[config.mk]
export PLATFORM = sky130hd
export DESIGN_NAME = vx_issue_perf_ctr
export DESIGN_NICKNAME = d
export VERILOG_FILES = /design/src/rtl/VX_gpu_pkg.sv /design/src/rtl/vx_perf_popcount_acc.sv /design/src/rtl/vx_issue_perf_ctr.sv
export SDC_FILE = /design/constraint.sdc
export NUM_CORES = 1
export LEC_CHECK = 0
export ABC_AREA = 1
export CORE_AREA = 10 10 192 194
export DETAILED_ROUTE_END_ITERATION = 7
export DIE_AREA = 0 0 202 204
export GPL_TIMING_DRIVEN = 0
export PLACE_DENSITY = 0.89
export RECOVER_POWER = 100
export SLEW_MARGIN = 20
export SYNTH_ARGS = -nofsm -noshare
export SYNTH_HDL_FRONTEND = slang
export SYNTH_SLANG_ARGS = --single-unit
[constraint.sdc]
create_clock -name clk -period 3.5 [get_ports clk]
set_clock_uncertainty 0.15 [all_clocks]
set_input_delay 1.05 -clock clk [delete_from_list [all_inputs] [get_ports clk]]
set_output_delay 1.05 -clock clk [all_outputs]
set_load 0.05 [all_outputs]
[src/rtl/VX_gpu_pkg.sv]
// Shared GPU constants: execute-unit indices, SFU sub-types and the perf counter width.
package VX_gpu_pkg;

    localparam int EX_ALU = 0;
    localparam int EX_LSU = 1;
    localparam int EX_SFU = 2;
    localparam int EX_FPU = 3;

    localparam int SFU_WCTL = 0;
    localparam int SFU_CSRS = 1;

    localparam int PERF_CTR_BITS = 44;

    // Index widths never drop below one bit so single-entry tables still have a port.
    function automatic int clog2_min1(input int n);
        return (n > 1) ? $clog2(n) : 1;
    endfunction

endpackage

[src/rtl/vx_perf_popcount_acc.sv]
// Registered popcount-and-add counter: captures an event vector, then adds its
// population count to a free-running, wrapping counter.
module vx_perf_popcount_acc #(
    parameter int N        = 4,
    parameter int CTR_BITS = 44
) (
    input  logic                clk,
    input  logic                reset,
    input  logic                clear_in,
    input  logic [N-1:0]        ev_in,
    output logic [CTR_BITS-1:0] count_out
);

    localparam int INC_BITS = $clog2(N + 1);

    logic [N-1:0]        ev_p0_d, ev_p0_q;
    logic [CTR_BITS-1:0] cnt_p1_d, cnt_p1_q;

    function automatic logic [INC_BITS-1:0] popcount(input logic [N-1:0] v);
        logic [INC_BITS-1:0] c;
        c = '0;
        for (int k = 0; k < N; k++) c = c + INC_BITS'(v[k]);
        return c;
    endfunction

    // Clear drops both the sample being captured and the one already captured.
    always_comb begin
        ev_p0_d  = ev_in;
        cnt_p1_d = cnt_p1_q + CTR_BITS'(popcount(ev_p0_q));
        if (clear_in) begin
            ev_p0_d  = '0;
            cnt_p1_d = '0;
        end
    end

    // Stage 0 capture / stage 1 accumulate
    always_ff @(posedge clk) begin
        if (reset) begin
            ev_p0_q  <= '0;
            cnt_p1_q <= '0;
        end else begin
            ev_p0_q  <= ev_p0_d;
            cnt_p1_q <= cnt_p1_d;
        end
    end

    assign count_out = cnt_p1_q;

endmodule

[src/rtl/vx_issue_perf_ctr.sv]
// Issue-stage perf counters: ibuffer/scoreboard stall slice-cycles and dispatches per unit.
// Define PERF_SFU_CTR_EN to also build the per-SFU-sub-type dispatch counters.
module vx_issue_perf_ctr
    import VX_gpu_pkg::*;
#(
    parameter int  ISSUE_WIDTH   = 4,
    parameter int  NUM_EX_UNITS  = 4,
    parameter int  NUM_SFU_UNITS = 2,
    parameter int  SFU_EX_INDEX  = EX_SFU,
    parameter int  CTR_BITS      = PERF_CTR_BITS,
    localparam int EX_BITS       = clog2_min1(NUM_EX_UNITS),
    localparam int SFU_BITS      = clog2_min1(NUM_SFU_UNITS)
) (
    input  logic                                      clk,
    input  logic                                      reset,
    input  logic                                      clear_in,
    input  logic [ISSUE_WIDTH-1:0]                    ibf_stall_in,
    input  logic [ISSUE_WIDTH-1:0]                    scb_stall_in,
    input  logic [ISSUE_WIDTH-1:0]                    issue_fire_in,
    input  logic [ISSUE_WIDTH*EX_BITS-1:0]            issue_ex_type_in,
    input  logic [ISSUE_WIDTH*SFU_BITS-1:0]           issue_sfu_type_in,
    output logic [CTR_BITS-1:0]                       ibf_stalls,
    output logic [CTR_BITS-1:0]                       scb_stalls,
    output logic [NUM_EX_UNITS-1:0][CTR_BITS-1:0]     units_uses,
    output logic [NUM_SFU_UNITS-1:0][CTR_BITS-1:0]    sfu_uses
);

    logic [ISSUE_WIDTH-1:0][EX_BITS-1:0]      ex_type;
    logic [NUM_EX_UNITS-1:0][ISSUE_WIDTH-1:0] unit_ev;

    assign ex_type = issue_ex_type_in;

    // An ex type beyond the last unit matches no u, so it is dropped here.
    always_comb begin
        unit_ev = '0;
        for (int u = 0; u < NUM_EX_UNITS; u++) begin
            for (int i = 0; i < ISSUE_WIDTH; i++) begin
                unit_ev[u][i] = issue_fire_in[i] && (ex_type[i] == EX_BITS'(u));
            end
        end
    end

    vx_perf_popcount_acc #(.N(ISSUE_WIDTH), .CTR_BITS(CTR_BITS)) u_ibf_acc (
        .clk       (clk),
        .reset     (reset),
        .clear_in  (clear_in),
        .ev_in     (ibf_stall_in),
        .count_out (ibf_stalls)
    );

    vx_perf_popcount_acc #(.N(ISSUE_WIDTH), .CTR_BITS(CTR_BITS)) u_scb_acc (
        .clk       (clk),
        .reset     (reset),
        .clear_in  (clear_in),
        .ev_in     (scb_stall_in),
        .count_out (scb_stalls)
    );

    for (genvar u = 0; u < NUM_EX_UNITS; u++) begin : g_unit
        vx_perf_popcount_acc #(.N(ISSUE_WIDTH), .CTR_BITS(CTR_BITS)) u_acc (
            .clk       (clk),
            .reset     (reset),
            .clear_in  (clear_in),
            .ev_in     (unit_ev[u]),
            .count_out (units_uses[u])
        );
    end

`ifdef PERF_SFU_CTR_EN
    logic [ISSUE_WIDTH-1:0][SFU_BITS-1:0]      sfu_type;
    logic [NUM_SFU_UNITS-1:0][ISSUE_WIDTH-1:0] sfu_ev;

    assign sfu_type = issue_sfu_type_in;

    always_comb begin
        sfu_ev = '0;
        for (int s = 0; s < NUM_SFU_UNITS; s++) begin
            for (int i = 0; i < ISSUE_WIDTH; i++) begin
                sfu_ev[s][i] = issue_fire_in[i]
                            && (ex_type[i] == EX_BITS'(SFU_EX_INDEX))
                            && (sfu_type[i] == SFU_BITS'(s));
            end
        end
    end

    for (genvar s = 0; s < NUM_SFU_UNITS; s++) begin : g_sfu
        vx_perf_popcount_acc #(.N(ISSUE_WIDTH), .CTR_BITS(CTR_BITS)) u_acc (
            .clk       (clk),
            .reset     (reset),
            .clear_in  (clear_in),
            .ev_in     (sfu_ev[s]),
            .count_out (sfu_uses[s])
        );
    end
`else
    logic unused_sfu;
    assign unused_sfu = ^{issue_sfu_type_in, 1'(SFU_EX_INDEX)};
    assign sfu_uses   = '0;
`endif

endmodule

== Word level (Yosys, flattened, before mapping) ==
Index checks and enable logic that the tools add are counted.
W data, S select, Z words.

* Add/sub/neg operators: 24
* Reductions and logical operators: 21
* Equal/unequal tests: 12

{| class="wikitable"
|+ Operator list
! operator !! number
|-
| $add A44 B3 Y44 || 6
|-
| $add A3 B1 Y3 || 12
|-
| $eq A2 B2 Y1 const B || 8
|-
| $logic_and A1 B1 Y1 || 16
|-
| $add A1 B1 Y2 || 6
|-
| $eq A2 B1 Y1 const B || 4
|-
| $logic_not A2 Y1 || 4
|-
| $reduce_or A2 Y1 || 1
|}

* Logic and storage cells: 69
* Output and inout bits: 352
* Bits in registers: 288
* Input port bits: 27

== Logic depth before layout (Yosys ltp) ==
Gate-level depths: netlist (run 1).

* Depth after elaboration: 4
* Mapped depth: 16
* Gate-level depth less buffers: 16

== By module ==
A second synthesis (run 1) with hierarchy kept.

* Cell total of the unflattened synthesis: 2,547
* Area total of the unflattened synthesis: 16,610.9 sq um

{| class="wikitable"
|+ By module, submodules not included
! module !! instances !! cells each !! area each (sq um)
|-
| vx_perf_popcount_acc at g_unit[0].u_acc ... || 5 || 404 || 2,640.0
|-
| vx_perf_popcount_acc at g_unit[3].u_acc || 1 || 406 || 2,626.3
|-
| vx_issue_perf_ctr || 1 || 121 || 784.5
|}

== Least setup slack after synthesis (run 1) ==
No wires, ideal clock.

* Kind: reg2reg
* Start point: register g_unit[3].u_acc.ev_p0_q[0]
* End point: register g_unit[3].u_acc.cnt_p1_q[34]
* Cell stages (with the launch flop): 16
* Period minus slack after synthesis: 2,738 ps
* Data required time: 3,222 ps
* Arrival time: 2,461 ps
* Setup slack: 762 ps
* Setup time: 128 ps
* Cells stage by stage: dfxtp_1 > ha_1 > inv_1 > fa_1 > inv_1 > ha_1 > inv_1 > fa_1 > inv_1 > nand3_1 > nand2_2 > nand3b_2 > nor2_2 > nand3_1 > nand2_1 > nor2_1

* Cells in the longest elaborated chain, start to end: 4

{| class="wikitable"
|+ Ends and longest elaborated chain
! element !! RTL line !! text
|-
| from (decl) || vx_perf_popcount_acc.sv:16 || <nowiki>logic [N-1:0] ev_p0_d, ev_p0_q;</nowiki>
|-
| from (signal assigned) || vx_perf_popcount_acc.sv:42 || <nowiki>ev_p0_q <= ev_p0_d;</nowiki>
|-
| $add A1 B1 Y2 || vx_perf_popcount_acc.sv:22 || <nowiki>for (int k = 0; k < N; k++) c = c + INC_BITS'(v[k]);</nowiki>
|-
| $add A3 B1 Y3 (2 in a row) || vx_perf_popcount_acc.sv:22 ||
|-
| $add A44 B3 Y44 || vx_perf_popcount_acc.sv:29 || <nowiki>cnt_p1_d = cnt_p1_q + CTR_BITS'(popcount(ev_p0_q));</nowiki>
|-
| to (signal assigned) || vx_perf_popcount_acc.sv:43 || <nowiki>cnt_p1_q <= cnt_p1_d;</nowiki>
|-
| to (decl) || vx_perf_popcount_acc.sv:17 || <nowiki>logic [CTR_BITS-1:0] cnt_p1_d, cnt_p1_q;</nowiki>
|}

No other way between the ends.
A chain may end at the register's enable or synchronous reset.

== Final worst setup path (run 1) ==
* Start point: input port clear_in
* End point: register g_unit[2].u_acc.cnt_p1_q[35]

* Cells in the longest elaborated chain, start to end: 1

{| class="wikitable"
|+ Ends and longest elaborated chain
! element !! RTL line !! text
|-
| from (decl) || vx_issue_perf_ctr.sv:16 || <nowiki>input logic clear_in,</nowiki>
|-
| $reduce_or A2 Y1 (no line) || -- ||
|-
| to (signal assigned) || vx_perf_popcount_acc.sv:43 ||
|-
| to (decl) || vx_perf_popcount_acc.sv:17 ||
|}

No other way between the ends.

==> results of run 1 <==
cell type report:
type	instances	area [um^2]
clock buffers	45	973.4
fillers	3000	11510
plain buffers	120	785.8
clock inverters	11	186.4
repair buffers	286	2863
inverters	306	1149
flip-flops and latches	288	5766
well taps	448	560.5
diodes	4	10.01
multi-input cells	2003	9309
registers in the layout (all words and copies together) (netlist names):
register / flops
u_ibf_acc.ev_p0_q: 4
u_scb_acc.ev_p0_q: 4
u_scb_acc.count_out: 44
u_ibf_acc.count_out: 44
g_unit.u_acc.count_out: 176
g_unit.u_acc.ev_p0_q: 16
stage by stage:
stage / setup TNS (ns) / power [mW]
after floorplan: 0 / 3.767
after global placement: -0.3307 / 3.867
after detailed placement: -0.2831 / 3.875
after CTS: 0 / 7.572
after global routing: 0 / 7.739
final: 0 / 7.534
where the power goes:
group / leakage [nW] / switching, mW / total, mW / internal, mW
Combinational: 5.77 / 0.384 / 0.518 / 0.133
Clock: 0.570 / 1.41 / 3.72 / 2.32
Sequential: 2.32 / 0.00523 / 3.29 / 3.29
Total: 8.66 / 1.80 / 7.53 / 5.74
synthesized netlist by cell type (4+ instances only):
master    number
nand3b_1      37
fa_1          12
buf_4         89
nor2_1       544
nand2_1      700
inv_1        303
o21bai_1       4
a31oi_1        4
nor4_1        16
o21ai_1        6
xnor2_1       26
nand4_1       65
buf_2         10
and2_1         7
o21ai_0       47
clkbuf_1      19
xor2_1        23
a21oi_1      126
nor3_1        21
nand3_1      134
nand2_2       21
nor2_2        47
nand3_2        9
nor2_4        18
ha_1          30
dfxtp_1      288
final timing paths:
kind	to	slack (ns)
worst max-delay path	g_unit[2].u_acc.count_out[35]	0.23
worst max register to register	u_ibf_acc.count_out[34]	0.30
worst min-delay path	u_ibf_acc.count_out[43]	0.33
worst min register to register	u_ibf_acc.count_out[43]	0.33
layer usage:
metal / up-vias / GRT usage (%)
met5: - / 0
met4: 4 / 10.12
met3: 145 / 6.768
met2: 776 / 45.79
met1: 8364 / 31.75
li1: 8910 / -
worst max-delay path: stages:
cell and delay, ns:
dlygate4sd3_1 0.54, nor2_1 0.37, clkbuf_1 0.70, clkbuf_1 0.63, nand2_1 0.13, nor2_1 0.13
cells by family (layout without fill, tap and decap cells):
logic type	Yosys count	count (layout)	synth area share [%]
xor+xnor	49	49	2.540
compound gates	189	189	5.717
flops	288	288	34.12
other cells	1	92	0.02219
simple gates	1635	1635	42.44
fa+ha+maj	42	42	3.643
buf+inv	426	768	11.52
==> run metrics, run 1 <==
Seq cells post-synth=288; P_leak=8.658 nW; I/O pins=379; RR Startpoint=u_ibf_acc.ev_p0_q[0]; drt pass-1 iters=6; Placed Cells=3,451; Synth area leader=dfxtp_1; commonest non-fill, non-tap cell in the layout=nand2_1; Mapped Area=16,900 um^2; PD cells=348.8 nW/um^2; startpoint types=primary input; met2 wire len=27.35 mm; max layer used=met5; layout cells sized above 1=6.832%; Worst Setup Path Type=in2reg; largest net degree at the start of global routing=14; Synth top area share=34.12%; Hold Fails Final Rpt=0; hold_buf cts=0; max-cap violations=0; Detailed Place HPWL=45.89 mm; First DRT Iteration DRCs=1,356; Rel. slew slack=23.49%; root buf cell=clkbuf_16; Layout Cells excl Fill=3,511; Overall Global Routing Usage=26.77%; CTS buffer count=34; DP Worst Slack=-0.04834 ns; vias=18.20k; nets@finish=3,108; Max Buffers Root-to-Sink=3; EDFF count, synth=0; PostCTS Resize Cnt=0; Worst Path Max Fanout=10; most frequent cells in the layout=707 x nand2_1, 567 x nor2_1, 306 x inv_1; drt via density=5.183; core area=33,110 um^2; Tmin final=3.273 ns; FMAX=305.6 MHz; final core utilization=65.24%; Syn Area/Cell=6.424 um^2; H-tree depth=2; Cells after Synth=2,630; peak supply drop=0.0002717 V; CP Capture Type=flip-flop; RePlAce Congestion=1.002; first-pass GRT wire length=90.67 mm; Core Rows=67; max-slew violation total from the final report=0; Worst Path Required=3.78 ns; post-route cell area=21,600 um^2; worst hold slack=0.3340 ns; metal3 WL=5.304 mm; placed inst area=20,650 um^2; Netlist cell types=39; Reg clk slew, reported paths=0.06 ns; Die Height=204 um; effective utilization at floorplan=51.03%; worst r2r path cells=14; Seq/Total Area, Yosys=34.12%; hold depth=2; overall die width=202 um; crit path DAT=3.56 ns; post-DR wirelength/cell=16.56 um; Layout area overhead=27.85%; Synth area leaders=dfxtp_1 34%, nand2_1 16%, nor2_1 12%; Port Buffers=286; # setup viols final=0; CP Launch Point=clear_in; share of synthesized registers carrying an async set or reset=0%; min-delay worst type=reg2reg; Worst Min Path Start=u_ibf_acc.count_out[43]; Slew @ Worst Pin=1.148 ns; RSZ-0062 raised after global routing=no; status=finished clean; initial antenna violation count=7; Primary FF master, synth=dfxtp_1; CTS tree=yes; grt total ovfl=0; vias in the first global route=17.40k; post-CTS setup buffers=0; Post-Route WL=58.13 mm; clk sinks=288; clk_lat worst skew=0.51 ns; final worst slack=0.2273 ns; period utilization=93.50%; DRC=0; synth warn=0; die area=41,210 um^2; Final ANT Viol Nets=0; Met1 Routed Length=23.39 mm
Note: power is estimated with default switching activity, not from simulation.
==> run 2, diff against run 1 <==
--- a/config.mk
+++ b/config.mk
@@ -12,6 +12,7 @@
 export GPL_TIMING_DRIVEN = 0
 export PLACE_DENSITY = 0.89
 export RECOVER_POWER = 100
+export SKIP_LAST_GASP = 1
 export SLEW_MARGIN = 20
 export SYNTH_ARGS = -nofsm -noshare
 export SYNTH_HDL_FRONTEND = slang
==> constraint.sdc (replaced) <==
create_clock -name clk -period 3.6 [get_ports clk]
set_clock_uncertainty 0.15 [all_clocks]
set_input_delay 1.08 -clock clk [delete_from_list [all_inputs] [get_ports clk]]
set_output_delay 1.08 -clock clk [all_outputs]
set_load 0.005 [all_outputs]
==> run 2 against run 1 <==
Combinational power fell by 41%. Largest power group unchanged. Wire length barely moved. Sequential cell count did not move. Critical endpoint is now g_unit[1].u_acc.count_out[17]. Cell count barely moved.
==> run metrics, run 2 (synthesis results as in run 1) <==
status=finished clean; DRC=0; Port Buffers=286; drt via density=5.173; P_leak=8.655 nW; root buf cell=clkbuf_16; commonest non-fill, non-tap cell in the layout=nand2_1; Final ANT Viol Nets=0; hold depth=2; Layout area overhead=27.96%; Worst Path Required=3.89 ns; most frequent cells in the layout=707 x nand2_1, 564 x nor2_1, 306 x inv_1; period utilization=94.15%; met2 usage=45.85%; setup TNS=0 ns; # setup viols final=0; clk_lat worst skew=0.51 ns; Die Height=204 um; die area=41,210 um^2; hold path endpoint=u_ibf_acc.count_out[43]; RR Endpoint=u_scb_acc.count_out[42]; FMAX=295.0 MHz; effective utilization at floorplan=51.03%; PD cells=329.7 nW/um^2; max-slew violation total from the final report=0; min-delay worst type=reg2reg; first-pass GRT wire length=90.69 mm; Rel. slew slack=23.86%; Post-Route WL=58.14 mm; Max Buffers Root-to-Sink=3; Worst Path Max Fanout=10; startpoint types=primary input; Reg clk slew, reported paths=0.06 ns; vias=18.17k; Overall Global Routing Usage=26.78%; CP Capture Type=flip-flop; CTS buffer count=34; peak supply drop=0.0002648 V; hold_buf cts=0; Tmin final=3.389 ns; layout cells sized above 1=6.930%; Slew @ Worst Pin=1.142 ns; clk sinks=288; core area=33,110 um^2; Core Rows=67; RePlAce Congestion=1.002; max reg flops=176; largest net degree at the start of global routing=14; reg2reg setup slack=0.35 ns; max-cap violations=0; RR Startpoint=u_scb_acc.ev_p0_q[0]; met3 usage=6.784%; overall die width=202 um; drt pass-1 iters=6; initial antenna violation count=7; I/O pins=379; Worst Min Path Start=u_ibf_acc.count_out[43]; CTS tree=yes; crit path DAT=3.68 ns; met1 Resource Use GR=31.77%; Most Crowded Layer GR=met2; worst r2r path cells=15; vias in the first global route=17.40k; Hold Fails Final Rpt=0; nets@finish=3,108; PostCTS Resize Cnt=0; First DRT Iteration DRCs=1,377; Power Total=7.129 mW; H-tree depth=2; Worst Setup Path Type=in2reg; RSZ-0062 raised after global routing=no; post-DR wirelength/cell=16.56 um; grt total ovfl=0; post-CTS setup buffers=0; Detailed Place HPWL=45.89 mm
run 2: final cells by class:
class                      count  area [um^2]
clock inverter                11        186.4
sequential                   288         5766
fill                        2994        11490
inverter                     306         1149
antenna                        5        12.51
multi-input combinational   2003         9326
clock buffer                  45        973.4
timing repair buffer         286         2863
buffer                       120        784.5
tap                          448        560.5
run 2: layer usage:
layer  routed length [um]  up-vias
li1                     -     8907
met1                23380     8329
met2                27630      798
met3                 5374      129
met4                 1734        4
met5                   26        -
run 2: worst max-delay path by stage:
stage,from,endpoint,slack [ns]
floorplan,g_unit[3].u_acc.ev_p0_q[0],g_unit[3].u_acc.count_out[26],0.91
global placement,clear_in,u_ibf_acc.ev_p0_q[0],0.006
detailed placement,reset,u_ibf_acc.ev_p0_q[1],0.02
CTS,g_unit[3].u_acc.ev_p0_q[0],g_unit[3].u_acc.count_out[26],0.43
global route,clear_in,g_unit[1].u_acc.count_out[17],0.13
finish,clear_in,g_unit[1].u_acc.count_out[17],0.21
run 2: stage by stage:
stage / hold slack [ns] / setup WS, ns / util [%] / cells / cell area (um^2)
floorplan: 0.3184 / 0.9084 / - / 2717 / 17220
global placement: 0.3157 / 0.006473 / 62.35 / 3451 / 20650
detailed placement: 0.3291 / 0.02166 / 62.35 / 3451 / 20650
CTS: 0.3428 / 0.4337 / 65.85 / 3507 / 21810
global route: 0.3628 / 0.1283 / 65.27 / 3509 / 21610
finish: 0.3341 / 0.2106 / 65.29 / 3512 / 21620
run 2: power by group:
group	switching, mW	internal [mW]	total, mW	leakage (nW)
sequential	0.00505	3.20	3.20	2.32
combinational	0.180	0.124	0.304	5.76
clock	1.37	2.25	3.62	0.570
total	1.56	5.57	7.13	8.65
run 2: worst max-delay path: stages:
cell and delay [ns]:
dlygate4sd3_1 0.54, nor2_1 0.36, clkbuf_1 0.68, clkbuf_1 0.71, nand2_1 0.14, nor2_1 0.16
==> run 3, diff against run 2 <==
--- a/config.mk
+++ b/config.mk
@@ -7,6 +7,7 @@
 export LEC_CHECK = 0
 export ABC_AREA = 1
 export CORE_AREA = 10 10 192 194
+export CTS_CLUSTER_DIAMETER = 50
 export DETAILED_ROUTE_END_ITERATION = 7
 export DIE_AREA = 0 0 202 204
 export GPL_TIMING_DRIVEN = 0
==> run 3 against run 2 <==
Largest power group unchanged. Worst hold slack about the same. Die area unchanged. Sequential share of layout area down 0.26 points. Clock power up 15%. Cell count up 0.37%. Combinational power about the same.
==> run metrics, run 3 (synthesis results as in run 1) <==
status=finished clean; root buf cell=clkbuf_16; Layout Cells excl Fill=3,525; P_int=5.921 mW; Worst Path Max Fanout=10; worst hold slack=0.3345 ns; first-pass GRT wire length=90.83 mm; CP Cell Sequence=dlygate4sd3_1, nor2_1, clkbuf_1, clkbuf_1, nand2_1, nor2_1; final core utilization=65.92%; Rel. slew slack=24.70%; Worst Setup Path Type=in2reg; Clock power frac=54.3%; Placed Cells=3,451; placed inst area=20,650 um^2; sequential power share=41.7%; min-delay worst type=reg2reg; sw frac=22.92%; Top Family by Delay on Critical Path=buffers and inverters; crit path DAT=3.64 ns; Crit-path slowest cell=clkbuf_1; DP Worst Slack=0.02166 ns; Detailed Place HPWL=45.89 mm; peak supply drop=0.0002896 V; First DRT Iteration DRCs=1,411; die area=41,210 um^2; grt total ovfl=0; nets@finish=3,113; I/O pins=379; RSZ-0062 raised after global routing=no; most frequent cells in the layout=708 x nand2_1, 569 x nor2_1, 306 x inv_1; final worst slack=0.3013 ns; Power Total=7.682 mW; setup TNS=0 ns; P_leak=8.757 nW; startpoint types=primary input; # setup viols final=0; CP Capture Type=flip-flop; drt pass-1 iters=8; commonest non-fill, non-tap cell in the layout=nand2_1; hold_buf cts=0; RePlAce Congestion=1.002; initial antenna violation count=7; Overall Global Routing Usage=26.89%; post-CTS setup buffers=0; sw power=1.761 mW; drt via density=5.180; clk sinks=288; post-route cell area=21,830 um^2; Worst Path Required=3.94 ns; overall die width=202 um; CTS buffer count=39; core area=33,110 um^2; Port Buffers=286; H-tree depth=2; post-DR wirelength/cell=16.53 um; largest net degree at the start of global routing=15; PD cells=351.9 nW/um^2; worst path bufs/invs=3; vias in the first global route=17.46k; vias=18.26k; effective utilization at floorplan=51.03%; FMAX=303.2 MHz; clk_lat worst skew=0.55 ns; Reg clk slew, reported paths=0.06 ns; Die Height=204 um; Slew @ Worst Pin=1.130 ns; DRC=0; Max Buffers Root-to-Sink=3; Final ANT Viol Nets=0; PostCTS Resize Cnt=0; max-slew violation total from the final report=0; Hold Fails Final Rpt=0; Core Rows=67; period utilization=91.63%; Layout area overhead=29.20%; Combinational Power Share=4.0%; slowest stage delay, CP=0.68 ns; layout cells sized above 1=7.192%; max-cap violations=0; Tmin final=3.299 ns; max reg flops=176; Post-Route WL=58.25 mm; CTS tree=yes
run 3: changes by cell type in the layout (fill, tap and decap cells not counted), moves of 3 or more:
cell | previous run | this run
inv_6 | 1 | 6
nor2_1 | 564 | 569
clkbuf_16 | 35 | 39
nor2_2 | 36 | 33
run 3: final timing paths:
| kind | from | to | slack [ns] | cells past startpoint |
|---|---|---|---|---|
| worst max register to register | g_unit[1].u_acc.ev_p0_q[0] | g_unit[1].u_acc.count_out[42] | 0.34 | 13 |
| worst min-delay path | g_unit[0].u_acc.count_out[43] | g_unit[0].u_acc.count_out[43] | 0.33 | 2 |
| worst max-delay path | clear_in | g_unit[1].u_acc.count_out[17] | 0.30 | 6 |
| worst min register to register | g_unit[0].u_acc.count_out[43] | g_unit[0].u_acc.count_out[43] | 0.33 | 2 |
run 3: layer usage:
metal	GRT usage, %	share of wire, %	vias to the layer above
met2	45.53	47	836
met3	6.816	9.5	147
met1	31.92	40	8347
met4	11.09	3.8	4
met5	0	0.045	-
li1	-	-	8927
run 3: power groups by stage:
stage | combinational, mW | clock (mW) | sequential, mW
floorplan | 0.190 | 0 | 3.27
global placement | 0.287 | 0 | 3.27
detailed placement | 0.294 | 0 | 3.27
CTS | 0.295 | 4.23 | 3.20
global route | 0.334 | 4.36 | 3.20
finish | 0.304 | 4.17 | 3.20
run 3: cell type report:
cell class / instances / area [um^2]
buffer: 120 / 784.5
fill: 2962 / 11280
clock buffer: 48 / 1080
timing repair buffer: 286 / 2863
inverter: 306 / 1149
clock inverter: 22 / 321.6
tap: 448 / 560.5
multi-input combinational: 2003 / 9296
sequential: 288 / 5766
antenna: 4 / 10.01
run 3: worst min-delay path: stages, from the launching register on:
cell and delay, ns:
dfxtp_1 0.33, nand2_1 0.06, a21oi_1 0.05
